[config.mk]
export PLATFORM = sky130hd
export DESIGN_NAME = pc_ctrl
export DESIGN_NICKNAME = d
export VERILOG_FILES = /design/src/rtl/pc_ctrl_pkg.sv /design/src/rtl/pc_ctrl_decode.sv /design/src/rtl/pc_ctrl.sv
export SDC_FILE = /design/constraint.sdc
export NUM_CORES = 1
export LEC_CHECK = 0
export CORE_ASPECT_RATIO = 0.75
export CORE_MARGIN = 2
export CORE_UTILIZATION = 38
export CTS_CLUSTER_SIZE = 10
export DETAILED_ROUTE_END_ITERATION = 8
export PLACE_DENSITY = 0.76
export SETUP_SLACK_MARGIN = 0.3
export SKIP_CTS_REPAIR_TIMING = 1
export SYNTH_ARGS = -nofsm -noshare
export SYNTH_HDL_FRONTEND = slang
export SYNTH_HIERARCHICAL = 1
export SYNTH_SLANG_ARGS = --single-unit
[constraint.sdc]
create_clock -name clk -period 1.8 [get_ports clk]
set_input_delay 0.18 -clock clk [delete_from_list [all_inputs] [get_ports clk]]
set_output_delay 0.18 -clock clk [all_outputs]
set_load 0.03 [all_outputs]
[src/rtl/pc_ctrl_pkg.sv]
// pc_ctrl_pkg: shared definitions for the program-counter fetch/execute sequencer.
//   - opcode constants held in instruction bits [15:12]
//   - sequencer state enum
//   - one-hot PC command encoding {sub, add, inc}
package pc_ctrl_pkg;

    localparam int OP_W = 4;

    localparam logic [OP_W-1:0] OP_NOP  = 4'h0;
    localparam logic [OP_W-1:0] OP_JF   = 4'h1;
    localparam logic [OP_W-1:0] OP_JB   = 4'h2;
    localparam logic [OP_W-1:0] OP_JFZ  = 4'h3;
    localparam logic [OP_W-1:0] OP_JBNZ = 4'h4;
    localparam logic [OP_W-1:0] OP_HALT = 4'hF;

    typedef enum logic [1:0] {
        IDLE  = 2'd0,
        FETCH = 2'd1,
        EXEC  = 2'd2,
        HALT  = 2'd3
    } state_t;

    // Bit positions line up with the {pc_sub, pc_add, pc_inc} outputs.
    typedef enum logic [2:0] {
        CMD_NONE = 3'b000,
        CMD_INC  = 3'b001,
        CMD_ADD  = 3'b010,
        CMD_SUB  = 3'b100
    } pc_cmd_t;

endpackage

[src/rtl/pc_ctrl_decode.sv]
// pc_ctrl_decode: purely combinational instruction decoder.
// Ports:
//   instr   in  PC_W  instruction register contents ([15:12] opcode, [11:0] imm)
//   zero    in  1     condition flag for the conditional jumps
//   inc/add/sub out 1 one-hot PC command (exactly one high for every opcode)
//   offset  out PC_W  zero-extended imm for add/sub, 0 for inc
//   is_halt out 1     HALT opcode
//   illegal out 1     undefined opcode (executes as inc)
module pc_ctrl_decode
    import pc_ctrl_pkg::*;
#(
    parameter int PC_W  = 16,
    parameter int IMM_W = 12
) (
    input  logic [PC_W-1:0] instr,
    input  logic            zero,
    output logic            inc,
    output logic            add,
    output logic            sub,
    output logic [PC_W-1:0] offset,
    output logic            is_halt,
    output logic            illegal
);

    logic [OP_W-1:0] opcode;
    logic [PC_W-1:0] imm;
    pc_cmd_t         cmd;

    assign opcode = instr[PC_W-1 -: OP_W];
    assign imm    = PC_W'(instr[IMM_W-1:0]);

    always_comb begin
        cmd     = CMD_INC;
        is_halt = 1'b0;
        illegal = 1'b0;
        case (opcode)
            OP_NOP:  cmd = CMD_INC;
            OP_JF:   cmd = CMD_ADD;
            OP_JB:   cmd = CMD_SUB;
            OP_JFZ:  cmd = zero ? CMD_ADD : CMD_INC;
            OP_JBNZ: cmd = zero ? CMD_INC : CMD_SUB;
            OP_HALT: is_halt = 1'b1;
            default: illegal = 1'b1;
        endcase
    end

    assign inc    = cmd[0];
    assign add    = cmd[1];
    assign sub    = cmd[2];
    assign offset = (cmd[1] | cmd[2]) ? imm : '0;

endmodule

[src/rtl/pc_ctrl.sv]
// pc_ctrl: fetch/execute sequencer driving the external pc block.
// Ports:
//   clk, reset            clock (rising edge), asynchronous active-high reset
//   run                   level, enables fetching from IDLE / after EXEC
//   resume                pulse, leaves HALT unless a fetch time-out occurred
//   zero                  condition flag, used during EXEC
//   pc                    current PC; passed straight through as imem_addr
//   imem_req/ack/data     instruction-memory handshake (ack may coincide with req)
//   pc_inc/add/sub        one-cycle one-hot PC command, issued in EXEC only
//   pc_offset             offset for add/sub, 0 otherwise
//   halted, fault         in HALT; sticky fetch time-out
//   illegal               one-cycle pulse in EXEC for an undefined opcode
//   icount                retired-instruction counter (wraps)
module pc_ctrl
    import pc_ctrl_pkg::*;
#(
    parameter int PC_W    = 16,
    parameter int IMM_W   = 12,
    parameter int TIMEOUT = 15
) (
    input  logic            clk,
    input  logic            reset,
    input  logic            run,
    input  logic            resume,
    input  logic            zero,
    input  logic [PC_W-1:0] pc,
    output logic [PC_W-1:0] imem_addr,
    output logic            imem_req,
    input  logic            imem_ack,
    input  logic [PC_W-1:0] imem_data,
    output logic            pc_inc,
    output logic            pc_add,
    output logic            pc_sub,
    output logic [PC_W-1:0] pc_offset,
    output logic            halted,
    output logic            fault,
    output logic            illegal,
    output logic [15:0]     icount
);

    localparam int WAIT_W = (TIMEOUT < 2) ? 1 : $clog2(TIMEOUT + 1);
    // Counter value seen during the last permitted ack-less FETCH cycle.
    localparam logic [WAIT_W-1:0] WAIT_LAST = WAIT_W'((TIMEOUT > 0) ? TIMEOUT - 1 : 0);

    state_t            state_reg, state_next;
    logic [PC_W-1:0]   ir_reg;
    logic [WAIT_W-1:0] wait_cnt_reg;
    logic [15:0]       icount_reg;
    logic              fault_reg;

    logic              dec_inc, dec_add, dec_sub, dec_halt, dec_illegal;
    logic [PC_W-1:0]   dec_offset;
    logic              in_fetch, in_exec, fetch_done, timeout_hit;

    pc_ctrl_decode #(
        .PC_W  (PC_W),
        .IMM_W (IMM_W)
    ) u_decode (
        .instr   (ir_reg),
        .zero    (zero),
        .inc     (dec_inc),
        .add     (dec_add),
        .sub     (dec_sub),
        .offset  (dec_offset),
        .is_halt (dec_halt),
        .illegal (dec_illegal)
    );

    assign in_fetch    = (state_reg == FETCH);
    assign in_exec     = (state_reg == EXEC);
    assign fetch_done  = in_fetch && imem_ack;
    // An ack arriving in the final allowed cycle still wins over the time-out.
    assign timeout_hit = (TIMEOUT > 0) && in_fetch && !imem_ack && (wait_cnt_reg == WAIT_LAST);

    // State register
    always_ff @(posedge clk or posedge reset) begin
        if (reset) begin
            state_reg <= IDLE;
        end else begin
            state_reg <= state_next;
        end
    end

    // Next-state logic
    always_comb begin
        state_next = state_reg;
        case (state_reg)
            IDLE:  if (run) state_next = FETCH;
            FETCH: begin
                if (imem_ack)         state_next = EXEC;
                else if (timeout_hit) state_next = HALT;
            end
            EXEC: begin
                if (dec_halt)  state_next = HALT;
                else if (run)  state_next = FETCH;
                else           state_next = IDLE;
            end
            HALT:  if (resume && !fault_reg) state_next = FETCH;
            default: state_next = IDLE;
        endcase
    end

    // Datapath registers: instruction register, wait counter, icount, fault.
    always_ff @(posedge clk or posedge reset) begin
        if (reset) begin
            ir_reg       <= '0;
            wait_cnt_reg <= '0;
            icount_reg   <= '0;
            fault_reg    <= 1'b0;
        end else begin
            if (fetch_done) begin
                ir_reg <= imem_data;
            end
            // Cleared outside ack-less FETCH, so every FETCH entry starts at 0.
            if (in_fetch && !imem_ack && !timeout_hit) begin
                wait_cnt_reg <= wait_cnt_reg + 1'b1;
            end else begin
                wait_cnt_reg <= '0;
            end
            if (in_exec) begin
                icount_reg <= icount_reg + 16'd1;
            end
            if (timeout_hit) begin
                fault_reg <= 1'b1;
            end
        end
    end

    // Output decode: everything but imem_addr derives from registered state,
    // so imem_ack never reaches the PC commands combinationally.
    always_comb begin
        imem_req  = in_fetch;
        halted    = (state_reg == HALT);
        pc_inc    = in_exec && dec_inc;
        pc_add    = in_exec && dec_add;
        pc_sub    = in_exec && dec_sub;
        pc_offset = in_exec ? dec_offset : '0;
        illegal   = in_exec && dec_illegal;
    end

    assign imem_addr = pc;
    assign fault     = fault_reg;
    assign icount    = icount_reg;

endmodule

==> flow_summary.toml <==
[pwr]
leakage_nw = 1.779
p_per_area_mw_per_mm2 = 1278
power_mw = 4.168
seqPwrFrac_pct = 33.2
switching_share_pct = 35.61
power_frac_clock_pct = 13.7
p_sw_mw = 1.484
intPower_mw = 2.684
irDropWorstVdd_v = 0.0007260
p_comb_share_pct = 53.0

[yosys]
ys_types = 36
yosys-top-cells-area = "dfrtp_1, mux2_2, buf_4"
yosysMostFrequentCell = "dfrtp_1"
synth_edf_count = 0
yosysWarnings = 6
syn_area_per_cell_um2 = 10.96
synth_area_mm2 = 0.002181
yosysTopAreaCell = "dfrtp_1"
synth_seq_cells = 39
synthArstFlopShare_pct = 100.0
synth_flop_cell = "dfrtp_1"
yosysTopAreaCellShare_pct = 44.75
netlist_top_cells_count = "dfrtp_1, and2_1, buf_4, mux2_2, xnor2_1"
synthCells = 199
yosysSeqAreaShare_pct = 44.75

[worst_setup_path]
arrival_ns = 1.95
worstPathMaxFanout = 6
cp.required_ns = 1.62
r2r_start = "state_reg[0]"
startpoint_type = "flop"
crit_start = "ir_reg[15]"
critPathCaptureType = "primary output"
critPathKind = "reg -> out"

[routing]
drtIter0Drc = 19
drc_errors = 0
dr.pass1.iters = 2
ant_nets = 0
vias_per_cell = 4.686
wirelength_mm = 4.484
post_drt_wl_per_cell_um = 13.15
vias = 1598

[outcome]
status = "complete, but fails checks"
violations = "setup timing"

[clock_network]
clockBufferDepth = 2
clockRootBuffer = "clkbuf_8"
clkLatencyLatePin_ns = 0.28
cts_tree = "yes"
clk_pin_slew_ns = 0.07
clock_sinks = 39
h-tree-depth = 2
cts_buffers = 5

[sta]
finalCritPeriodShare_pct = 118.1
post-route-min-period_ns = 2.126
drv_slew = 0
setup_ws_ns = -0.3256
fmax_mhz = 470.5
finalHoldViolations = 0
rsz0062_at_grt = "yes"
whs_ns = 0.3112
skew_ns = 0.007096
setup_tns_ns = -4.023
finalSetupViolCount = 13

[global_routing]
grt_pass1_wl_mm = 7.031
grtUsageMet2_pct = 21.65
grt_start_max_net_pins = 40
grt-ovfl-total = 0
met3_usage_pct = 4.130
first_global_vias = 1532
grt_use_total_pct = 13.55
use_met1_pct = 18.13
antenna_found_initial = 0
busiest_layer = "met2"

[final_layout]
stdcell_area_mm2 = 0.003262
final_cell_count_no_fill = 341
nNetsFinal = 312
syn_to_final_growth_pct = 49.57
n_antenna_cell = 0
fin_util_pct = 59.97
drive_above_1_share_pct = 47.37

[floorplanning]
ioPinCount = 93
die_width_um = 91.48
initial_core_util_pct = 40.10
num_rows = 23
core_area_mm2 = 0.005439
fp.dieH_um = 69.61
die-area_mm2 = 0.006367

[placed_design]
io_buffers = 56
numPlacedInstances = 319
finalWeightedCongestion = 0.7664
detailed_place_hpwl_mm = 3.007
dpl-instance-area_mm2 = 0.002766
preCtsSetupSlack_ns = -0.3109

[job]
maxCapViolations = 0

[min_path]
hold_path_class = "in -> async"
power by group through the flow:
stage          Clock [mW]  Sequential [mW]  Combinational (mW)
4_1_cts             0.599             1.34                1.69
2_1_floorplan           0             1.43                1.15
3_3_place_gp            0             1.33                1.64
5_1_grt             0.644             1.42                2.37
3_5_place_dp            0             1.35                1.68
6_report            0.573             1.39                2.21
placed cells by master (no fill, tap or decap), drive strengths merged, types with 2 or more instances in the layout:
| master | instances |
|---|---|
| xor2 | 5 |
| clkbuf | 7 |
| nand4 | 4 |
| dlymetal6s2s | 17 |
| dfrtp | 39 |
| mux2 | 18 |
| and2 | 32 |
| buf | 43 |
| nand3 | 9 |
| conb | 4 |
| inv | 7 |
| o21ai | 3 |
| and3 | 2 |
| clkdlybuf4s50 | 21 |
| nor3 | 3 |
| nor2 | 8 |
| nand2b | 3 |
| and4 | 2 |
| mux2i | 2 |
| xnor2 | 12 |
| nand2 | 7 |
| ha | 8 |
worst max-delay path: stages, from the launching register on:
cell,delay [ns]
dfrtp_1,0.40
or4b_4,0.53
o32ai_4,0.18
buf_6,0.17
and2_2,0.13
and2_4,0.13
buf_6,0.12
cells by family after synthesis:
family / after synthesis / synth area share, %
mux: 20 / 10.21
compound gates: 7 / 2.352
simple gates: 75 / 21.40
other cells: 1 / 0.1720
buf+inv: 32 / 9.696
fa+ha+maj: 8 / 4.590
flops: 39 / 44.75
xor+xnor: 17 / 6.827
cell type report:
class / count / area [um^2]
Fill cell: 434 / 2177
Multi-Input combinational cell: 131 / 1230
Sequential cell: 39 / 979.7
Timing Repair Buffer: 82 / 842.1
Tap cell: 75 / 93.84
Clock buffer: 6 / 82.58
Inverter: 7 / 28.78
Clock inverter: 1 / 5.005
final timing paths:
check / end / slack (ns) / depth (start not counted)
min: fault / 0.31 / 3
max in group asynchronous: state_reg[1] / 1.12 / 3
min reg2reg: wait_cnt_reg[0] / 0.48 / 1
max: pc_offset[5] / -0.33 / 6
min in group clk: imem_addr[10] / 0.36 / 0
max reg2reg: icount[11] / 0.21 / 7
layer usage:
| metal | part of all wire (%) | vias to the layer above |
|---|---|---|
| met5 | 0 | - |
| met4 | 0.49 | 0 |
| met3 | 5.6 | 6 |
| met2 | 49 | 45 |
| met1 | 45 | 786 |
| li1 | - | 761 |
No activity file was read; power rests on OpenSTA's default activity.
